==> config.mk <==
export PLATFORM = sky130hd
export DESIGN_NAME = cpu_sequencer
export DESIGN_NICKNAME = d
export VERILOG_FILES = /design/src/rtl/cpu_pkg.sv /design/src/rtl/cpu_pc_unit.sv /design/src/rtl/cpu_sequencer.sv
export SDC_FILE = /design/constraint.sdc
export NUM_CORES = 1
export LEC_CHECK = 0
export BUFFER_PORTS_ARGS = -buffer_cell sky130_fd_sc_hd__buf_2
export CAP_MARGIN = 20
export CORE_UTILIZATION = 43
export DETAILED_ROUTE_END_ITERATION = 8
export HOLD_SLACK_MARGIN = 0.03
export PLACE_DENSITY_LB_ADDON = 0.1
export SLEW_MARGIN = 20
export SYNTH_ARGS = -nofsm -noshare
export SYNTH_HDL_FRONTEND = slang
export SYNTH_SLANG_ARGS = --single-unit
export TNS_END_PERCENT = 5
==> constraint.sdc <==
create_clock -name clock -period 1.5 [get_ports clock]
set_input_delay 0.3 -clock clock [delete_from_list [all_inputs] [get_ports clock]]
set_output_delay 0.3 -clock clock [all_outputs]
set_load 0.05 [all_outputs]
==> src/rtl/cpu_pkg.sv <==
// Shared definitions for the sequencer and the instruction decoder:
// 3-bit state encoding, opcode/special-op constants and the control bundle.
package cpu_pkg;

  localparam int INSTR_W = 9;

  typedef enum logic [2:0] {
    ST_IDLE   = 3'd0,
    ST_FETCH  = 3'd1,
    ST_DECODE = 3'd2,
    ST_EXEC   = 3'd3,
    ST_MEM    = 3'd4,
    ST_WB     = 3'd5,
    ST_HALT   = 3'd6
  } state_t;

  // Major opcode lives in instr[8:6]; instr[5:0] is operand or special-op field.
  localparam logic [2:0] OP_ADD  = 3'd0;
  localparam logic [2:0] OP_LD   = 3'd1;
  localparam logic [2:0] OP_ST   = 3'd2;
  localparam logic [2:0] OP_BEQ  = 3'd3;
  localparam logic [2:0] OP_JMP  = 3'd4;
  localparam logic [2:0] OP_SWAP = 3'd5;
  localparam logic [2:0] OP_SYS  = 3'd7;

  localparam logic [5:0] SP_NOP  = 6'h00;
  localparam logic [5:0] SP_HALT = 6'h3F;

  typedef struct packed {
    logic mem_read;
    logic mem_write;
    logic branch;
    logic reg_write;
    logic swap_ctrl;
    logic done_ctrl;
    logic jmp_ctrl;
  } ctrl_t;

  // Reference decode of one instruction word into sequencer control lines.
  function automatic ctrl_t decode(input logic [INSTR_W-1:0] instr);
    ctrl_t c;
    c = '0;
    case (instr[8:6])
      OP_ADD:  c.reg_write = 1'b1;
      OP_LD:   begin c.mem_read = 1'b1; c.reg_write = 1'b1; end
      OP_ST:   c.mem_write = 1'b1;
      OP_BEQ:  c.branch    = 1'b1;
      OP_JMP:  c.jmp_ctrl  = 1'b1;
      OP_SWAP: c.swap_ctrl = 1'b1;
      OP_SYS:  c.done_ctrl = (instr[5:0] == SP_HALT);
      default: c = '0;
    endcase
    return c;
  endfunction

endpackage

==> src/rtl/cpu_pc_unit.sv <==
// Program counter register with next-PC selection: start load, jump,
// taken branch, or sequential increment wrapping at 2^PC_W.
module cpu_pc_unit #(
  parameter int PC_W = 10
) (
  input  logic            i_clock,
  input  logic            i_reset_n,
  input  logic            i_load,
  input  logic [PC_W-1:0] i_start_addr,
  input  logic            i_advance,
  input  logic            i_jmp,
  input  logic            i_branch,
  input  logic            i_taken,
  input  logic [PC_W-1:0] i_target,
  output logic [PC_W-1:0] o_pc
);

  logic [PC_W-1:0] r_pc;
  logic [PC_W-1:0] w_pc_next;

  // Next-PC priority: start load, then jump, then taken branch, then pc+1.
  always_comb begin
    // NOTE: default assigned first so every path drives w_pc_next and no latch is inferred.
    w_pc_next = r_pc;
    if (i_load) begin
      w_pc_next = i_start_addr;
    end else if (i_advance) begin
      if (i_jmp)                     w_pc_next = i_target;
      else if (i_branch && i_taken)  w_pc_next = i_target;
      else                           w_pc_next = r_pc + 1'b1;
    end
  end

  // PC register.
  always_ff @(posedge i_clock) begin
    // NOTE: reset is sampled on the clock edge (synchronous), and state uses <= so
    // every flop sees pre-edge values regardless of block ordering.
    if (!i_reset_n) r_pc <= '0;
    else            r_pc <= w_pc_next;
  end

  assign o_pc = r_pc;

endmodule

==> src/rtl/cpu_sequencer.sv <==
// Multi-cycle instruction sequencer: fetch/decode/exec/mem/writeback control
// with instruction register, retired counter and handshake strobes.
module cpu_sequencer
  import cpu_pkg::*;
#(
  parameter int PC_W  = 10,
  parameter int CNT_W = 16
) (
  input  logic             clock,
  input  logic             reset_n,
  input  logic             start,
  input  logic [PC_W-1:0]  start_addr,
  output logic             imem_req,
  output logic [PC_W-1:0]  imem_addr,
  input  logic             imem_ack,
  input  logic [8:0]       imem_rdata,
  output logic             dmem_req,
  output logic             dmem_we,
  input  logic             dmem_ack,
  input  logic             mem_read,
  input  logic             mem_write,
  input  logic             branch,
  input  logic             reg_write,
  input  logic             swap_ctrl,
  input  logic             done_ctrl,
  input  logic             jmp_ctrl,
  input  logic             branch_taken,
  input  logic [PC_W-1:0]  target_addr,
  output logic [PC_W-1:0]  pc,
  output logic [8:0]       instr,
  output logic             reg_we,
  output logic             swap_we,
  output logic             halted,
  output logic             busy,
  output logic [CNT_W-1:0] retired
);

  state_t           r_state;
  state_t           w_state_next;
  logic [8:0]       r_instr;
  logic [CNT_W-1:0] r_retired;
  logic             w_load_start;
  logic             w_advance;

  cpu_pc_unit #(.PC_W(PC_W)) u_pc (
    .i_clock      (clock),
    .i_reset_n    (reset_n),
    .i_load       (w_load_start),
    .i_start_addr (start_addr),
    .i_advance    (w_advance),
    .i_jmp        (jmp_ctrl),
    .i_branch     (branch),
    .i_taken      (branch_taken),
    .i_target     (target_addr),
    .o_pc         (pc)
  );

  // Next-state and Moore/handshake outputs; acks only matter in their own state.
  always_comb begin
    w_state_next = r_state;
    w_load_start = 1'b0;
    w_advance    = 1'b0;
    imem_req     = 1'b0;
    dmem_req     = 1'b0;
    dmem_we      = 1'b0;
    reg_we       = 1'b0;
    swap_we      = 1'b0;
    halted       = 1'b0;
    busy         = 1'b1;
    case (r_state)
      ST_IDLE: begin
        busy = 1'b0;
        if (start) begin
          w_load_start = 1'b1;
          w_state_next = ST_FETCH;
        end
      end
      ST_FETCH: begin
        imem_req = 1'b1;
        if (imem_ack) w_state_next = ST_DECODE;
      end
      ST_DECODE: w_state_next = done_ctrl ? ST_HALT : ST_EXEC;
      ST_EXEC:   w_state_next = (mem_read || mem_write) ? ST_MEM : ST_WB;
      ST_MEM: begin
        dmem_req = 1'b1;
        dmem_we  = mem_write;
        if (dmem_ack) w_state_next = ST_WB;
      end
      ST_WB: begin
        reg_we       = reg_write & ~mem_write;
        swap_we      = swap_ctrl;
        w_advance    = 1'b1;
        w_state_next = ST_FETCH;
      end
      ST_HALT: begin
        busy   = 1'b0;
        halted = 1'b1;
        if (start) begin
          w_load_start = 1'b1;
          w_state_next = ST_FETCH;
        end
      end
      default: begin
        busy         = 1'b0;
        w_state_next = ST_IDLE;
      end
    endcase
  end

  // State register.
  always_ff @(posedge clock) begin
    if (!reset_n) r_state <= ST_IDLE;
    else          r_state <= w_state_next;
  end

  // Instruction register, captured on the accepted fetch.
  always_ff @(posedge clock) begin
    if (!reset_n)                          r_instr <= '0;
    else if (r_state == ST_FETCH && imem_ack) r_instr <= imem_rdata;
  end

  // Retired-instruction counter, saturating at all-ones.
  always_ff @(posedge clock) begin
    if (!reset_n)                                r_retired <= '0;
    else if (r_state == ST_WB && r_retired != '1) r_retired <= r_retired + 1'b1;
  end

  assign imem_addr = pc;
  assign instr     = r_instr;
  assign retired   = r_retired;

endmodule

======== Yosys cells after proc, flatten, opt, wreduce, memory -nomap -nowiden ========
Cells that the tools add are included.
word-level totals
  bits in registers ....................... 38
  input bits .............................. 42
  output and inout port bits .............. 52
  word-level logic and storage cells ...... 47
cells by class
  add/sub/neg operators ................... 2
  equality and inequality tests ........... 10
  multiplexer cells ....................... 20
  bitwise logic cells ..................... 2
  reduce and logical (&&, ||, !) cells .... 9
operators by type and width
  kind                                                   count
  2-to-1 mux 10 bit                                      4
  case mux 3 bit (6 select lines)                        1
  adder 16 x 1 -> 16 bit, second input constant          1
  inequality test 16 bit, second input constant          1
  2-to-1 mux 3 bit                                       4
  2-to-1 mux 1 bit                                       11
  adder 10 x 1 -> 10 bit, second input constant          1
  equality test 3 bit, second input constant             3
  equality test 3 x 2 -> 1 bit, second input constant    2
  OR reduction 5 bit                                     1
  inequality test 2 bit, second input constant           2
  equality test 3 x 1 -> 1 bit, second input constant    1
  logical AND 1 bit                                      3
  zero test 3 bit                                        1
  AND reduction 3 bit                                    1
  inequality test 2 x 1 -> 1 bit, second input constant  1
  nonzero test 2 bit                                     1
  OR reduction 2 bit                                     1
  AND 1 bit                                              1
  logical OR 1 bit                                       1
  inverter 1 bit                                         1

======== Longest topological paths before layout ========
  depth after elaboration ................. 5
  depth in mapped cells ................... 7
  gate-level depth less buffers ........... 5

======== Hierarchy ========
Synthesis repeated with hierarchy kept, for this count alone.
second synthesis, totals
  cell total of the unflattened synthesis .. 275
  area total of the unflattened synthesis .. 2259.7 um2
by module, submodules not included
  module         times used  cells an instance  area an instance (um2)  sequential area each (um2)
  cpu_sequencer  1           184                1540.2                  560.5
  cpu_pc_unit    1           91                 719.4                   200.2

======== Least setup slack after synthesis ========
OpenSTA, ideal clock, no wires.
  path kind ............................... flip-flop to output port
  start point ............................. register r_state[2]
  end point ............................... output port dmem_we
  arrival ................................. 2479 ps
  data required time ...................... 1200 ps
  slack ................................... -1279 ps
  cell stages (with the launch flop) ...... 5
  buffers on the path ..................... 2
  cell sequence ........................... dfxtp_1 -> buf_2 -> clkbuf_1 -> nor3b_1 -> and2_1
between the ends
  word-level cells in the longest chain between the ends .. 2
ends and longest elaborated chain
  what                    line                  text
  start, declared         cpu_sequencer.sv:38   state_t r_state;
  start signal, assigned  cpu_sequencer.sv:113  else r_state <= w_state_next;
  equality test 3 bit     cpu_sequencer.sv:70   case (r_state)
  2-to-1 mux 1 bit        cpu_sequencer.sv:70
  end, declared           cpu_sequencer.sv:18   output logic dmem_we,
No other way between the ends.

======== Worst setup path after layout ========
  start point ............................. register r_state[1]
  end point ............................... output port swap_we
between the ends
  word-level cells in the longest chain between the ends .. 2
ends and longest elaborated chain
  what                 line                 text
  equality test 3 bit  cpu_sequencer.sv:70
  2-to-1 mux 1 bit     cpu_sequencer.sv:70
  end, declared        cpu_sequencer.sv:32  output logic swap_we,
No other way between the ends.

==> metrics.txt <==
Tot Pwr 0.00275 W; Area Overhead vs Synth 48.9%; Core Box Area 0.00482 mm²; drt first pass iters 5; IO Pins 94; worst slew pin tran 0.491 ns; remaining antenna violation count 0; Max-Cap Viols 0; Max Fanout on Critical Path 5; Tcrit/Tclk final 107%; top_reg_cell synth dfxtp_1; leading area contributor after synthesis dfxtp_1; layout cell share with drive strength beyond 1 48.8%; total grt overflow 0; total wire length 6290 µm; number of global-route vias before repair 2281; status complete, but fails checks; Placed Cells 452; arrival time worst endpoint 1.31 ns; Setup CP Type flop to output port; DR DRC count 0; met3 usage 3.57%; Yosys warnings 0; Final Hold Vio Count 0; DP Wirelength 4500 µm; Total GRT Usage 24.1%; Final WS setup -0.107 ns; Root Buffer clkbuf_8; unrepaired setup endpoints after global routing yes; worst-case clock buffer depth 2; fin crit period 1.61 ns; Power Dens Cells 842 mW/mm²; Net Count, Synth 324; failing checks negative setup slack; final non-filler cell total 467; Post-Syn Area 0.00220 mm²; Leak 1.43 nW; Worst-path clk slew 0.08 ns; CTS H-tree depth 2; Crit path required time 1.20 ns; Nets 443; Yosys top cell area share 34.6%; worst hold stages 3; FP Rows 25; top post-synthesis cells by area dfxtp_1, nand2_1, a21oi_1; Slew Viols, Final 0; Distinct cells, synth 52; Syn Inst Count 280; startpoint types flop; pin count of the biggest net entering global routing 20; Post-synth EDFFs 0; worst min path class primary input to flop; latest clock arrival within the worst-skew pair 0.29 ns; first-pass GRT wire length 10400 µm; CP endpoint kind output port; Setup crit start r_state[1]$_SDFFE_PN0P_; Max rail drop VDD 0.624 mV; drt initial violations 174; CTS Buf Count 5; GR Util met2 40.2%; headroom to the max-slew limit 67.0%; clock tree sinks 38; Setup Viol. Count Final 9; Die Wd 73.5 µm; reg2reg start r_state[0]$_SDFFE_PN0P_; Clock Skew 0.00137 ns; antenna cell count 0; fill count 436; starting density of the core 45.6%; worst hold start imem_rdata[4]; met1 usage 32.8%; busiest grt layer met2; die area 0.00540 mm²; DIE HEIGHT 73.5 µm; register area share after synthesis 34.6%; Port Buf Inserts 93; Avg Cell Area, Syn 7.84 µm²; CTS tree built; vias per inst 5.46; Final GP Congestion 0.849; initial antenna violation count 0; Reg2Reg Depth 5; DR vias 2552; per-cell routed wire length 13.5 µm; asr flop ratio synth 0%; register bit count reported by yosys 38; Peak Freq 622 MHz
[repair_timing]
item / CTS / global route
hold buffers: 0 / 0
endpoints found under the setup margin: 25 / 38
buffers inserted: 4 / 3
gates resized for setup: 27 / 15
pin swaps: 5 / 5
[final cells by class]
class	count	area, µm²	share of cell area, %
inverters	6	22.5	0.689
well taps	67	83.8	2.56
multi-input cells	210	1400	42.8
flip-flops and latches	38	796	24.3
repair buffers	138	862	26.4
clock buffers	7	97.6	2.99
clock inverters	1	7.51	0.230
[where the power goes]
part | switching [W] | total [W] | internal, W | leakage [nW]
Combinational | 0.000541 | 0.000837 | 0.000296 | 1.06
Sequential | 0.0000514 | 0.00111 | 0.00106 | 0.320
Clock | 0.000378 | 0.000808 | 0.000429 | 0.0496
Total | 0.000971 | 0.00275 | 0.00178 | 1.43
[metrics by stage]
| step | setup WS (ns) | hold slack [ns] | util, % | setup TNS, ns | area [µm²] |
|---|---|---|---|---|---|
| after floorplan | -0.226 | 0.433 | - | -4.57 | 2290 |
| after global placement | -0.0318 | 0.439 | 61.2 | -0.100 | 2950 |
| after detailed placement | -0.0939 | 0.444 | 61.2 | -0.498 | 2950 |
| after CTS | -0.108 | 0.233 | 66.2 | -0.552 | 3190 |
| after global routing | -0.162 | 0.235 | 67.9 | -1.63 | 3270 |
| final | -0.107 | 0.245 | 67.9 | -0.473 | 3270 |
[state kept, by name, summed over array words and instances, names as in the netlist]
register   count
instr          9
r_state        3
retired       16
u_pc.o_pc     10
[final timing paths]
path / end / slack (ns)
max: swap_we / -0.11
min: instr[4]$_SDFFE_PN0P_ / 0.24
min reg2reg: instr[4]$_SDFFE_PN0P_ / 0.45
max reg2reg: retired[3]$_SDFFE_PN0P_ / -0.02
[cell families (layout without fill, tap and decap cells)]
family                   Yosys count  in the layout  synth area share (%)
AO/OA/AOI/OAI                     76             76                  22.6
flip-flops                        38             38                  34.6
XOR/XNOR                           5              5                  1.99
AND/OR/NAND/NOR                  120            120                  28.4
buffers and inverters             32            152                  7.98
adder cells (fa/ha/maj)            2              2                  1.14
multiplexers                       7              7                  3.25
[placed cells by master, fill, tap and decap left out, types with 3 or more instances in the layout]
cell	n
buf_6	9
nor3_1	4
inv_1	6
nand3_1	9
dfxtp_2	19
and3_1	3
nor4_2	3
nor2_1	12
nand2_1	41
dfxtp_1	16
or4_1	7
nor3b_4	3
clkbuf_8	5
nand4_1	8
o22ai_1	3
xnor2_1	3
a31oi_1	3
o21ai_0	7
a21oi_1	28
a22oi_1	5
mux2i_1	6
o211ai_1	3
buf_2	86
o31ai_1	6
dfxtp_4	3
o32ai_1	4
nand2b_1	7
buf_4	42
[cells in the mapped netlist (2+ instances only)]
cell type  instances
nand2_1           42
dfxtp_1           38
a21oi_1           30
nor2_1            12
buf_4             11
nand3_1           11
clkbuf_1           9
nand4_1            8
nand2b_1           7
o21ai_0            7
or4_1              7
inv_1              6
mux2i_1            6
o31ai_1            6
a22oi_1            5
nor3_1             5
and2_1             4
and3_1             4
buf_2              4
nor4_1             4
o32ai_1            4
xnor2_1            4
a31oi_1            3
nor3b_1            3
o211ai_1           3
o22ai_1            3
a211oi_1           2
and4_1             2
ha_1               2
nand2_2            2
nand3b_1           2
nor2b_1            2
o21bai_1           2
or3_1              2
[critical path: stages (launching register included)]
cell and delay [ns]:
dfxtp_2 0.34, and3b_2 0.34, and2_2 0.19, buf_6 0.16
[metal layers]
metal,up-vias,share of wire (%)
met5,-,0
li1,1263,-
met1,1170,45
met3,7,7.3
met4,0,1.1
met2,112,46
Power figures use the tool's default switching activity.
